[config.mk]
export PLATFORM = sky130hd
export DESIGN_NAME = uart_rx_framed
export DESIGN_NICKNAME = d
export VERILOG_FILES = /design/src/rtl/uart_rx_framed.sv
export SDC_FILE = /design/constraint.sdc
export NUM_CORES = 1
export LEC_CHECK = 0
export ABC_AREA = 0
export CAP_MARGIN = 40
export CORE_ASPECT_RATIO = 0.8
export CORE_UTILIZATION = 45
export CTS_CLUSTER_DIAMETER = 200
export CTS_CLUSTER_SIZE = 16
export DETAILED_ROUTE_END_ITERATION = 8
export GPL_ROUTABILITY_DRIVEN = 1
export PLACE_DENSITY = 0.71
export REMOVE_ABC_BUFFERS = 1
export SYNTH_ARGS = -nofsm -noshare
export SYNTH_HDL_FRONTEND = slang
export SYNTH_SLANG_ARGS = --single-unit
export TNS_END_PERCENT = 50
[constraint.sdc]
create_clock -name clock -period 2.6 [get_ports clock]
set_input_delay 0.52 -clock clock [delete_from_list [all_inputs] [get_ports clock]]
set_output_delay 0.52 -clock clock [all_outputs]
set_load 0.02 [all_outputs]
[src/rtl/uart_rx_framed.sv]
// UART receiver with configurable framing (data bits, parity, stop bits),
// valid/ready output holding register, error flags and sticky overrun.
//
// Ports:
//   clock, reset  - rising-edge clock, async active-high reset
//   rx            - async serial input, idles high
//   data_out      - received word, LSB = first bit on the line
//   data_valid    - data_out and error flags hold an unconsumed frame
//   data_ready    - consumer accepts when data_valid && data_ready
//   parity_error  - held frame failed parity (0 when PARITY=0)
//   framing_error - held frame saw a low stop-bit sample
//   overrun       - sticky; a completed frame was dropped
//   busy          - FSM not idle

module uart_rx_framed #(
  parameter int CLK_SPEED = 5_000_000,
  parameter int BAUD_RATE = 9600,
  parameter int DATA_BITS = 8,
  parameter int PARITY    = 0,
  parameter int STOP_BITS = 1
) (
  input  logic                 clock,
  input  logic                 reset,
  input  logic                 rx,
  output logic [DATA_BITS-1:0] data_out,
  output logic                 data_valid,
  input  logic                 data_ready,
  output logic                 parity_error,
  output logic                 framing_error,
  output logic                 overrun,
  output logic                 busy
);

  localparam int BAUD_TICK      = CLK_SPEED / BAUD_RATE;
  localparam int HALF_BAUD_TICK = BAUD_TICK / 2;
  localparam int CW = $clog2(BAUD_TICK) + 1;
  localparam int BW = $clog2(DATA_BITS + 1);

  localparam logic [CW-1:0] FULL_M1 = CW'(BAUD_TICK - 1);
  localparam logic [CW-1:0] HALF_M1 = CW'(HALF_BAUD_TICK - 1);
  localparam logic [BW-1:0] LAST_D  = BW'(DATA_BITS - 1);
  localparam logic [BW-1:0] LAST_S  = BW'(STOP_BITS - 1);

  if (BAUD_TICK < 4) begin : g_bad_baud
    $error("uart_rx_framed: BAUD_TICK must be >= 4");
  end
  if (DATA_BITS < 5 || DATA_BITS > 9) begin : g_bad_data
    $error("uart_rx_framed: DATA_BITS must be 5..9");
  end
  if (STOP_BITS < 1 || STOP_BITS > 2) begin : g_bad_stop
    $error("uart_rx_framed: STOP_BITS must be 1..2");
  end
  if (PARITY < 0 || PARITY > 2) begin : g_bad_par
    $error("uart_rx_framed: PARITY must be 0..2");
  end

  typedef enum logic [2:0] {
    ST_IDLE,
    ST_START,
    ST_DATA,
    ST_PARITY,
    ST_STOP,
    ST_BREAK_WAIT
  } state_t;

  state_t state, state_nx;

  logic                 sync1, sync2;
  logic                 rx_s;
  logic [CW-1:0]        cnt;
  logic [BW-1:0]        bit_cnt;
  logic [DATA_BITS-1:0] shreg;
  logic                 par_bit;
  logic                 stop_err;
  logic                 sample;
  logic                 done;
  logic                 par_x;
  logic                 pe_now;
  logic                 fe_now;

  assign rx_s = sync2;
  assign busy = (state != ST_IDLE);

  always_ff @(posedge clock or posedge reset) begin
    if (reset) begin
      sync1 <= 1'b1;
      sync2 <= 1'b1;
    end else begin
      sync1 <= rx;
      sync2 <= sync1;
    end
  end

  always_ff @(posedge clock or posedge reset) begin
    if (reset) state <= ST_IDLE;
    else       state <= state_nx;
  end

  always_comb begin
    state_nx = state;
    sample   = 1'b0;
    done     = 1'b0;
    unique case (state)
      ST_IDLE: begin
        if (!rx_s) state_nx = ST_START;
      end
      ST_START: begin
        if (cnt == HALF_M1) begin
          sample   = 1'b1;
          state_nx = rx_s ? ST_IDLE : ST_DATA;
        end
      end
      ST_DATA: begin
        if (cnt == FULL_M1) begin
          sample = 1'b1;
          if (bit_cnt == LAST_D)
            state_nx = (PARITY != 0) ? ST_PARITY : ST_STOP;
        end
      end
      ST_PARITY: begin
        if (cnt == FULL_M1) begin
          sample   = 1'b1;
          state_nx = ST_STOP;
        end
      end
      ST_STOP: begin
        if (cnt == FULL_M1) begin
          sample = 1'b1;
          if (bit_cnt == LAST_S) begin
            done     = 1'b1;
            state_nx = rx_s ? ST_IDLE : ST_BREAK_WAIT;
          end
        end
      end
      ST_BREAK_WAIT: begin
        if (rx_s) state_nx = ST_IDLE;
      end
      default: state_nx = ST_IDLE;
    endcase
  end

  // Counter saturates instead of wrapping while parked in BREAK_WAIT.
  always_ff @(posedge clock or posedge reset) begin
    if (reset) begin
      cnt      <= '0;
      bit_cnt  <= '0;
      shreg    <= '0;
      par_bit  <= 1'b0;
      stop_err <= 1'b0;
    end else begin
      if (state == ST_IDLE || sample) cnt <= '0;
      else if (cnt != '1)              cnt <= cnt + 1'b1;
      if (sample) begin
        unique case (state)
          ST_START: begin
            bit_cnt  <= '0;
            stop_err <= 1'b0;
          end
          ST_DATA: begin
            shreg   <= {rx_s, shreg[DATA_BITS-1:1]};
            bit_cnt <= (bit_cnt == LAST_D) ? '0 : bit_cnt + 1'b1;
          end
          ST_PARITY: par_bit <= rx_s;
          ST_STOP: begin
            bit_cnt <= bit_cnt + 1'b1;
            if (!rx_s) stop_err <= 1'b1;
          end
          default: ;
        endcase
      end
    end
  end

  assign par_x  = (^shreg) ^ par_bit;
  assign pe_now = (PARITY == 1) ? ~par_x :
                  (PARITY == 2) ?  par_x : 1'b0;
  assign fe_now = stop_err | ~rx_s;

  always_ff @(posedge clock or posedge reset) begin
    if (reset) begin
      data_out      <= '0;
      data_valid    <= 1'b0;
      parity_error  <= 1'b0;
      framing_error <= 1'b0;
      overrun       <= 1'b0;
    end else if (done) begin
      if (!data_valid || data_ready) begin
        data_out      <= shreg;
        parity_error  <= pe_now;
        framing_error <= fe_now;
        data_valid    <= 1'b1;
      end else begin
        overrun <= 1'b1;
      end
    end else if (data_valid && data_ready) begin
      data_valid <= 1'b0;
    end
  end

endmodule

* Yosys cells after proc, flatten, opt, wreduce, memory -nomap -nowiden
Index checks and enable logic that the tools add are counted.
Operators by class: add/subtract/negate cells 2, equal/unequal tests 19, multiplexer cells 26, bitwise operators 3, reduce and logical (&&, ||, !) cells 19
Operator list (count):
- $mux W3 | 9
- $mux W11 | 2
- $ne A2 B2 Y1 const B | 9
- $pmux W3 S6 | 1
- $pmux W4 S3 | 1
- $add A11 B1 Y11 const B | 1
- $eq A11 B10 Y1 const B | 1
- $eq A11 B9 Y1 const B | 1
- $ne A11 B11 Y1 const B | 1
- $reduce_and A2 Y1 | 5
- $mux W1 | 9
- $reduce_and A8 Y1 | 1
- $eq A3 B2 Y1 const B | 2
- $eq A3 B3 Y1 const B | 2
- $reduce_bool A2 Y1 | 3
- $reduce_bool A3 Y1 | 2
- $add A4 B1 Y4 const B | 1
- $eq A4 B3 Y1 const B | 1
- $logic_not A4 Y1 | 1
- $mux W4 | 1
- $pmux W1 S2 | 2
- $eq A3 B1 Y1 const B | 1
- $logic_not A3 Y1 | 1
- $reduce_and A3 Y1 | 1
- other kinds (8) | 10
Storage, ports and cells: flip-flop bits (word level) 40, input bits 4, output and inout bits 13, word-level logic and storage cells 80

* Logic depth before layout (Yosys ltp)
Gate-level depths: netlist of run 1.
word-level depth 6, mapped depth 7, gate-level depth less buffers 6

* Worst setup path before layout of run 1
OpenSTA, ideal clock, no wires.
kind reg2reg, start point register cnt[3], end point register data_out[0], setup time 0.125 ns, arrival 1.758 ns, path slack 0.717 ns, cell stages (with the launch flop) 5, buffers on the path 0, period minus slack after synthesis 1.883 ns, cell sequence dfrtp_1 > nor4_4 > nand2_2 > nor4_4 > mux2_2
Between the ends: longest elaborated chain between the ends 4
RTL lines:
- start: declaration | RTL line 70 | logic [CW-1:0] cnt;
- start signal: assignment | RTL line 152 | else if (cnt != '1) cnt <= cnt + 1'b1;
- $eq A11 B10 Y1 | RTL line 127 | if (cnt == FULL_M1) begin
- $mux W1 | RTL line 127
- $mux W1 | RTL line 103 | unique case (state)
- $reduce_and A2 Y1 (no source line)
- end signal: assignment | RTL line 188 | data_out <= shreg;
- end: declaration | RTL line 25 | output logic [DATA_BITS-1:0] data_out,
Every way passes these cells. A chain may end at the register's enable or synchronous reset.

* Worst setup path after layout of run 1
start point register state[2], end point output port busy
Between the ends: longest elaborated chain between the ends 1
RTL lines:
- start: declaration | RTL line 66 | state_t state, state_nx;
- start signal: assignment | RTL line 96 | else state <= state_nx;
- $reduce_bool A3 Y1 | RTL line 82 | assign busy = (state != ST_IDLE);
- end: declaration | RTL line 31 | output logic busy
Every way passes these cells.

==> results of run 1 <==
layer usage:
layer | share of wire | GRT usage | routed length, um
met2 | 0.42 | 0.2545 | 1494
met1 | 0.52 | 0.2339 | 1848
met3 | 0.046 | 0.04444 | 165
met5 | 0 | 0 | 0
met4 | 0.015 | 0.06593 | 55
power groups by stage:
| stage | Sequential, uW | Clock (uW) | Combinational (uW) |
|---|---|---|---|
| after floorplan | 638 | 0 | 10.8 |
| after global placement | 638 | 0 | 19.7 |
| after detailed placement | 638 | 0 | 20.0 |
| after CTS | 626 | 537 | 20.0 |
| after global routing | 627 | 557 | 21.9 |
| final | 626 | 524 | 18.9 |
layout make-up:
type                    count  area share
clock buffers               5     0.02991
clock inverters             3     0.02012
inverters                   8     0.01305
multi-input cells         134      0.3948
flip-flops and latches     40      0.4361
well taps                  57     0.03100
repair buffers             18     0.07504
stage by stage:
stage | total power, uW | util | hold slack (ns) | cells
finish | 1169 | 0.5473 | 0.3577 | 265
global route | 1205 | 0.5473 | 0.3653 | 265
CTS | 1183 | 0.5473 | 0.3599 | 265
detailed placement | 658.4 | 0.5199 | 0.3473 | 257
global placement | 658.1 | 0.5199 | 0.3465 | 257
floorplan | 648.6 | - | 0.3452 | 182
sequential cells by signal, indices dropped and copies added, names as in the netlist:
register and flops:
cnt 11, stop_err 1, data_valid 1, bit_cnt 4, framing_error 1, rx_s 1, sync1 1, data_out 8
state 3, overrun 1, shreg 8
kinds of logic (layout without fill, tap and decap cells):
| logic type | Yosys count | after routing | synth area share |
|---|---|---|---|
| compound gates | 28 | 28 | 0.08919 |
| xor+xnor | 5 | 5 | 0.02214 |
| fa+ha+maj | 3 | 3 | 0.01898 |
| buf+inv | 15 | 34 | 0.03352 |
| flops | 40 | 40 | 0.5073 |
| mux | 20 | 20 | 0.1120 |
| other cells | 1 | 1 | 0.001896 |
| simple gates | 77 | 77 | 0.2151 |
placed cells by master, fill, tap and decap left out, drive strengths merged, types with 2 or more instances in the layout:
cell	Yosys	routed
a21oi	4	4
dfrtp	38	38
nand3	3	3
nor2	20	20
nor4b	2	2
buf	5	3
a21o	2	2
o21ai	11	11
nor3	8	8
nand2	22	22
and3	2	2
a211oi	2	2
o211ai	2	2
and2	2	2
clkbuf	2	5
xor2	2	2
clkdlybuf4s50	0	15
mux2	17	17
inv	8	9
xnor2	3	3
mux2i	3	3
nor4	2	2
or4b	2	2
ha	3	3
dfstp	2	2
nand4	3	3
nor3b	4	4
path summary, 6_finish.rpt:
path / startpoint / end / slack (ns) / cells past startpoint
setup / recovery: state[2] / busy / 0.33 / 3
hold / removal: sync1 / rx_s / 0.36 / 0
setup reg to reg: cnt[0] / state[2] / 0.60 / 6
hold reg to reg: sync1 / rx_s / 0.36 / 0
max in group asynchronous: reset / sync1 / 1.60 / 3
min in group asynchronous: reset / cnt[3] / 0.63 / 3
==> flow_summary.yaml, run 1 <==
die:
  io_pins: 17
  die_x_um: 76.13
  start_util: 0.4705
  die_area_mm2: 0.004666
  fp.dieH_um: 61.30
  core_mm2: 0.004204
  rows: 21
cells_and_area:
  drive_gt1_frac: 0.1827
  fill_cells: 359
  syn2layout_area_growth_pct: 16.32
  multi_input_area_um2: 908.4
  layout.area.seq_mm2: 0.001003
  num-nets-final: 214
  num_antenna_cells: 0
  final_area_mm2: 0.002301
setup_path:
  cp_cell_sequence: "inv_1 > nand2_1 > clkdlybuf4s50_1"
  cp.arrival_ns: 1.75
  critPathLaunchType: "flip-flop"
  required_ns: 2.08
  slowest_delay_ns: 0.60
  worst-path-buf-inv: 2
  critical_path_class: "flip-flop to output pin"
  cp_max_fo: 12
  slowest_stage: "clkdlybuf4s50_1"
  cp-end-kind: "output pin"
  critPathTopFamily: "buffers and inverters"
pwr:
  power_density_mw_per_mm2: 507.9
  p_seq_frac: 0.536
  leakage_uw: 0.0009939
  vdd_ir_drop_max_uv: 316.8
  sw_frac_of_total: 0.2137
  p_int_uw: 918.8
  power_frac_clock: 0.448
  power.switching_uw: 249.8
  p_comb_frac: 0.016
timing:
  fmax_ghz: 0.4410
  clock-skew-final_ns: 0.003372
  max_slew_margin: 0.6718
  worstMarginPinSlew_ns: 0.4799
  rsz0062_at_grt: "no"
  finalWorstSetupSlack_ns: 0.3325
  drv_slew: 0
  hold_viol_final: 0
  finalSetupViolCount: 0
  finalSetupTns_ns: 0
  fin_crit_sh: 0.8721
  fin_crit_ns: 2.268
synthesis:
  synth.ff_latch_count: 40
  synth_top_cell_by_area: "dfrtp_1"
  async_flop_share: 1.000
  netlist_area_mm2: 0.001978
  ys_warn_count: 0
  ys.flop_type: "dfrtp_1"
  ys_seq_area_frac: 0.5073
  synth_most_common_cell: "dfrtp_1"
  netlist_top_cells_count: "dfrtp_1, nand2_1, nor2_1, mux2_2, o21ai_0"
  ys_types: 46
  synth_edf_count: 0
  synthTopCellsByArea: "dfrtp_1, mux2_2, nand2_1"
  syn_avg_cell_area_um2: 10.47
  syn_inst: 189
  synth_top_cell_area_share: 0.4807
status:
  status: "completed"
clocking:
  post_cts_buffers: 0
  clk_pin_slew_ns: 0.08
  hold_buffers: 0
  root_buffer: "clkbuf_8"
  cts_max_path_buffers: 2
  cts_tree: "built"
  clk_latency_ns: 0.30
  cts_buffers: 5
  htreeDepth: 2
  clock_sinks: 40
  cts_resized: 0
placement:
  routabilityCongestion: 0.9261
  hpwl_um: 2425
  place_area_mm2: 0.002186
  port_buffers: 15
  pre_cts_slack_ns: 0.6078
route:
  wirelength_um: 3564
  first_pass_iters: 4
  wl_per_cell_um: 13.45
  dr_total_vias: 1416
  drc: 0
  vias_per_cell: 5.343
  drt-initial-drc-count: 83
  ant_nets: 0
flow_run:
  max-cap-violations: 0
global_route:
  grt_pass1_wl_um: 6016
  antenna_found_initial: 0
  grt_pass1_vias: 1291
  grt_util_all_layers: 0.1679
  grt_max_degree: 41
  grt.overflow.total: 0
worst_hold_path:
  hold_path.class: "flip-flop to flip-flop"
No activity file was read; power rests on OpenSTA's default activity.
==> inputs of run 2 (changes only) <==
--- a/config.mk
+++ b/config.mk
@@ -15,6 +15,7 @@
 export GPL_ROUTABILITY_DRIVEN = 1
 export PLACE_DENSITY = 0.71
 export REMOVE_ABC_BUFFERS = 1
+export SETUP_SLACK_MARGIN = 0.4
 export SYNTH_ARGS = -nofsm -noshare
 export SYNTH_HDL_FRONTEND = slang
 export SYNTH_SLANG_ARGS = --single-unit
==> run 2 against run 1 <==
Compared with the run above: sequential share of layout area about the same; register-to-register slack about the same; flip-flop and latch count stayed put; largest cell class unchanged; via count rose by 1.2%.
==> flow_summary.yaml, run 2 (synthesis results as in run 1) <==
status:
  status: "completed"
pwr:
  power_frac_clock: 0.449
  p_int_uw: 918.8
  sw_frac_of_total: 0.2157
  power.switching_uw: 252.8
  p_comb_frac: 0.016
  p_seq_frac: 0.534
  leakage_uw: 0.0009900
  total_power_uw: 1172
  power_density_mw_per_mm2: 506.7
  vdd_ir_drop_max_uv: 317.5
cells_and_area:
  syn2layout_area_growth_pct: 16.89
  reg.largest.list: "cnt: 11 flops, data_out: 8 flops, shreg: 8 flops"
  fill_cells: 361
  num_antenna_cells: 0
  drive_gt1_frac: 0.2019
  layout_common_cells: "dfrtp_1, nand2_1, nor2_1"
  largest_register_ff_count: 11
  num-nets-final: 214
  final_area_mm2: 0.002312
  mostFrequentLayoutCell: "dfrtp_1"
  top_register: "cnt"
global_route:
  grt_pass1_wl_um: 6072
  grt_util_all_layers: 0.1692
  antenna_found_initial: 0
  grt.overflow.total: 0
  grt_pass1_vias: 1302
  grt_max_degree: 41
route:
  first_pass_iters: 4
  ant_nets: 0
  vias_per_cell: 5.408
  dr_total_vias: 1433
  wirelength_um: 3679
  drc: 0
  wl_per_cell_um: 13.88
  drt-initial-drc-count: 83
flow_run:
  max-cap-violations: 0
timing:
  max_slew_margin: 0.6666
  fin_crit_sh: 0.8241
  finalSetupViolCount: 0
  fmax_ghz: 0.4667
  rsz0062_at_grt: "no"
  drv_slew: 0
  finalSetupTns_ns: 0
  worstMarginPinSlew_ns: 0.4875
  hold_viol_final: 0
  clock-skew-final_ns: 0.004348
  fin_crit_ns: 2.143
placement:
  place_area_mm2: 0.002186
  hpwl_um: 2425
  routabilityCongestion: 0.9261
  port_buffers: 15
die:
  die_x_um: 76.13
  start_util: 0.4705
  fp.dieH_um: 61.30
  core_mm2: 0.004204
  rows: 21
  io_pins: 17
  die_area_mm2: 0.004666
clocking:
  cts_tree: "built"
  clk_latency_ns: 0.30
  cts_buffers: 5
  cts_max_path_buffers: 2
  clk_pin_slew_ns: 0.08
  htreeDepth: 2
  clock_sinks: 40
  post_cts_buffers: 0
  root_buffer: "clkbuf_8"
worst_hold_path:
  hold_path.class: "flip-flop to flip-flop"
  hold_end: "rx_s"
  min_path_cells: 0
  hp-start: "sync1"
setup_path:
  critical_path_class: "flip-flop to output pin"
  r2r_cells: 6
  cp_max_fo: 12
  cp.arrival_ns: 1.62
  r2r_start: "cnt[0]"
  cp-end-kind: "output pin"
  required_ns: 2.08
  rrSetupSlack_ns: 0.59
  reg2reg_to: "state[2]"
  crit_start: "state[2]"
  critPathLaunchType: "flip-flop"
## run 2: stage by stage
step | instances | setup slack [ns] | utilization | hold WS, ns
after global placement | 257 | 0.6481 | 0.5199 | 0.3465
after CTS | 265 | 0.4093 | 0.5482 | 0.3599
after floorplan | 182 | 0.7171 | - | 0.3452
final | 265 | 0.4573 | 0.5500 | 0.3577
after detailed placement | 257 | 0.6078 | 0.5199 | 0.3473
after global routing | 265 | 0.4019 | 0.5500 | 0.3653
## run 2: timing repair
item / 4_1_cts / 5_1_grt
pin swaps: 0 / 0
endpoints found under the setup margin: 1 / 1
hold buffers: 0 / 0
gates resized for setup: 2 / 3
## run 2: worst max-delay path by stage
stage                        endpoint  depth (start not counted)
final                            busy                          3
after global routing             busy                          3
after CTS                        busy                          3
after detailed placement  data_out[1]                          5
after global placement           busy                          3
after floorplan           data_out[0]                          4
## run 2: critical path, cell delays in order (launching register included)
cell             delay [ns]
dfrtp_2                0.50
inv_1                  0.13
nand2_1                0.10
clkdlybuf4s50_1        0.60
## run 2: per-layer routing
metal	track usage	vias to the layer above	wire length [um]
met5	0	-	0
met4	0.06593	0	58
met3	0.04444	7	183
met2	0.2597	45	1581
met1	0.2339	684	1856
li1	-	697	-
## run 2: layout make-up
class,instances,area [um^2],area share
inverters,8,30.03,0.01299
repair buffers,18,172.7,0.07468
clock buffers,5,68.82,0.02976
multi-input cells,134,915.9,0.3961
well taps,57,71.32,0.03084
clock inverters,3,46.29,0.02002
flip-flops and latches,40,1007,0.4356
## run 2: power by group through the flow
| stage | clock network (uW) | logic (uW) | registers [uW] |
|---|---|---|---|
| CTS | 537 | 20.0 | 626 |
| global route | 557 | 21.9 | 627 |
| finish | 527 | 18.9 | 626 |
| floorplan | 0 | 10.8 | 638 |
| global placement | 0 | 19.7 | 638 |
| detailed placement | 0 | 20.0 | 638 |
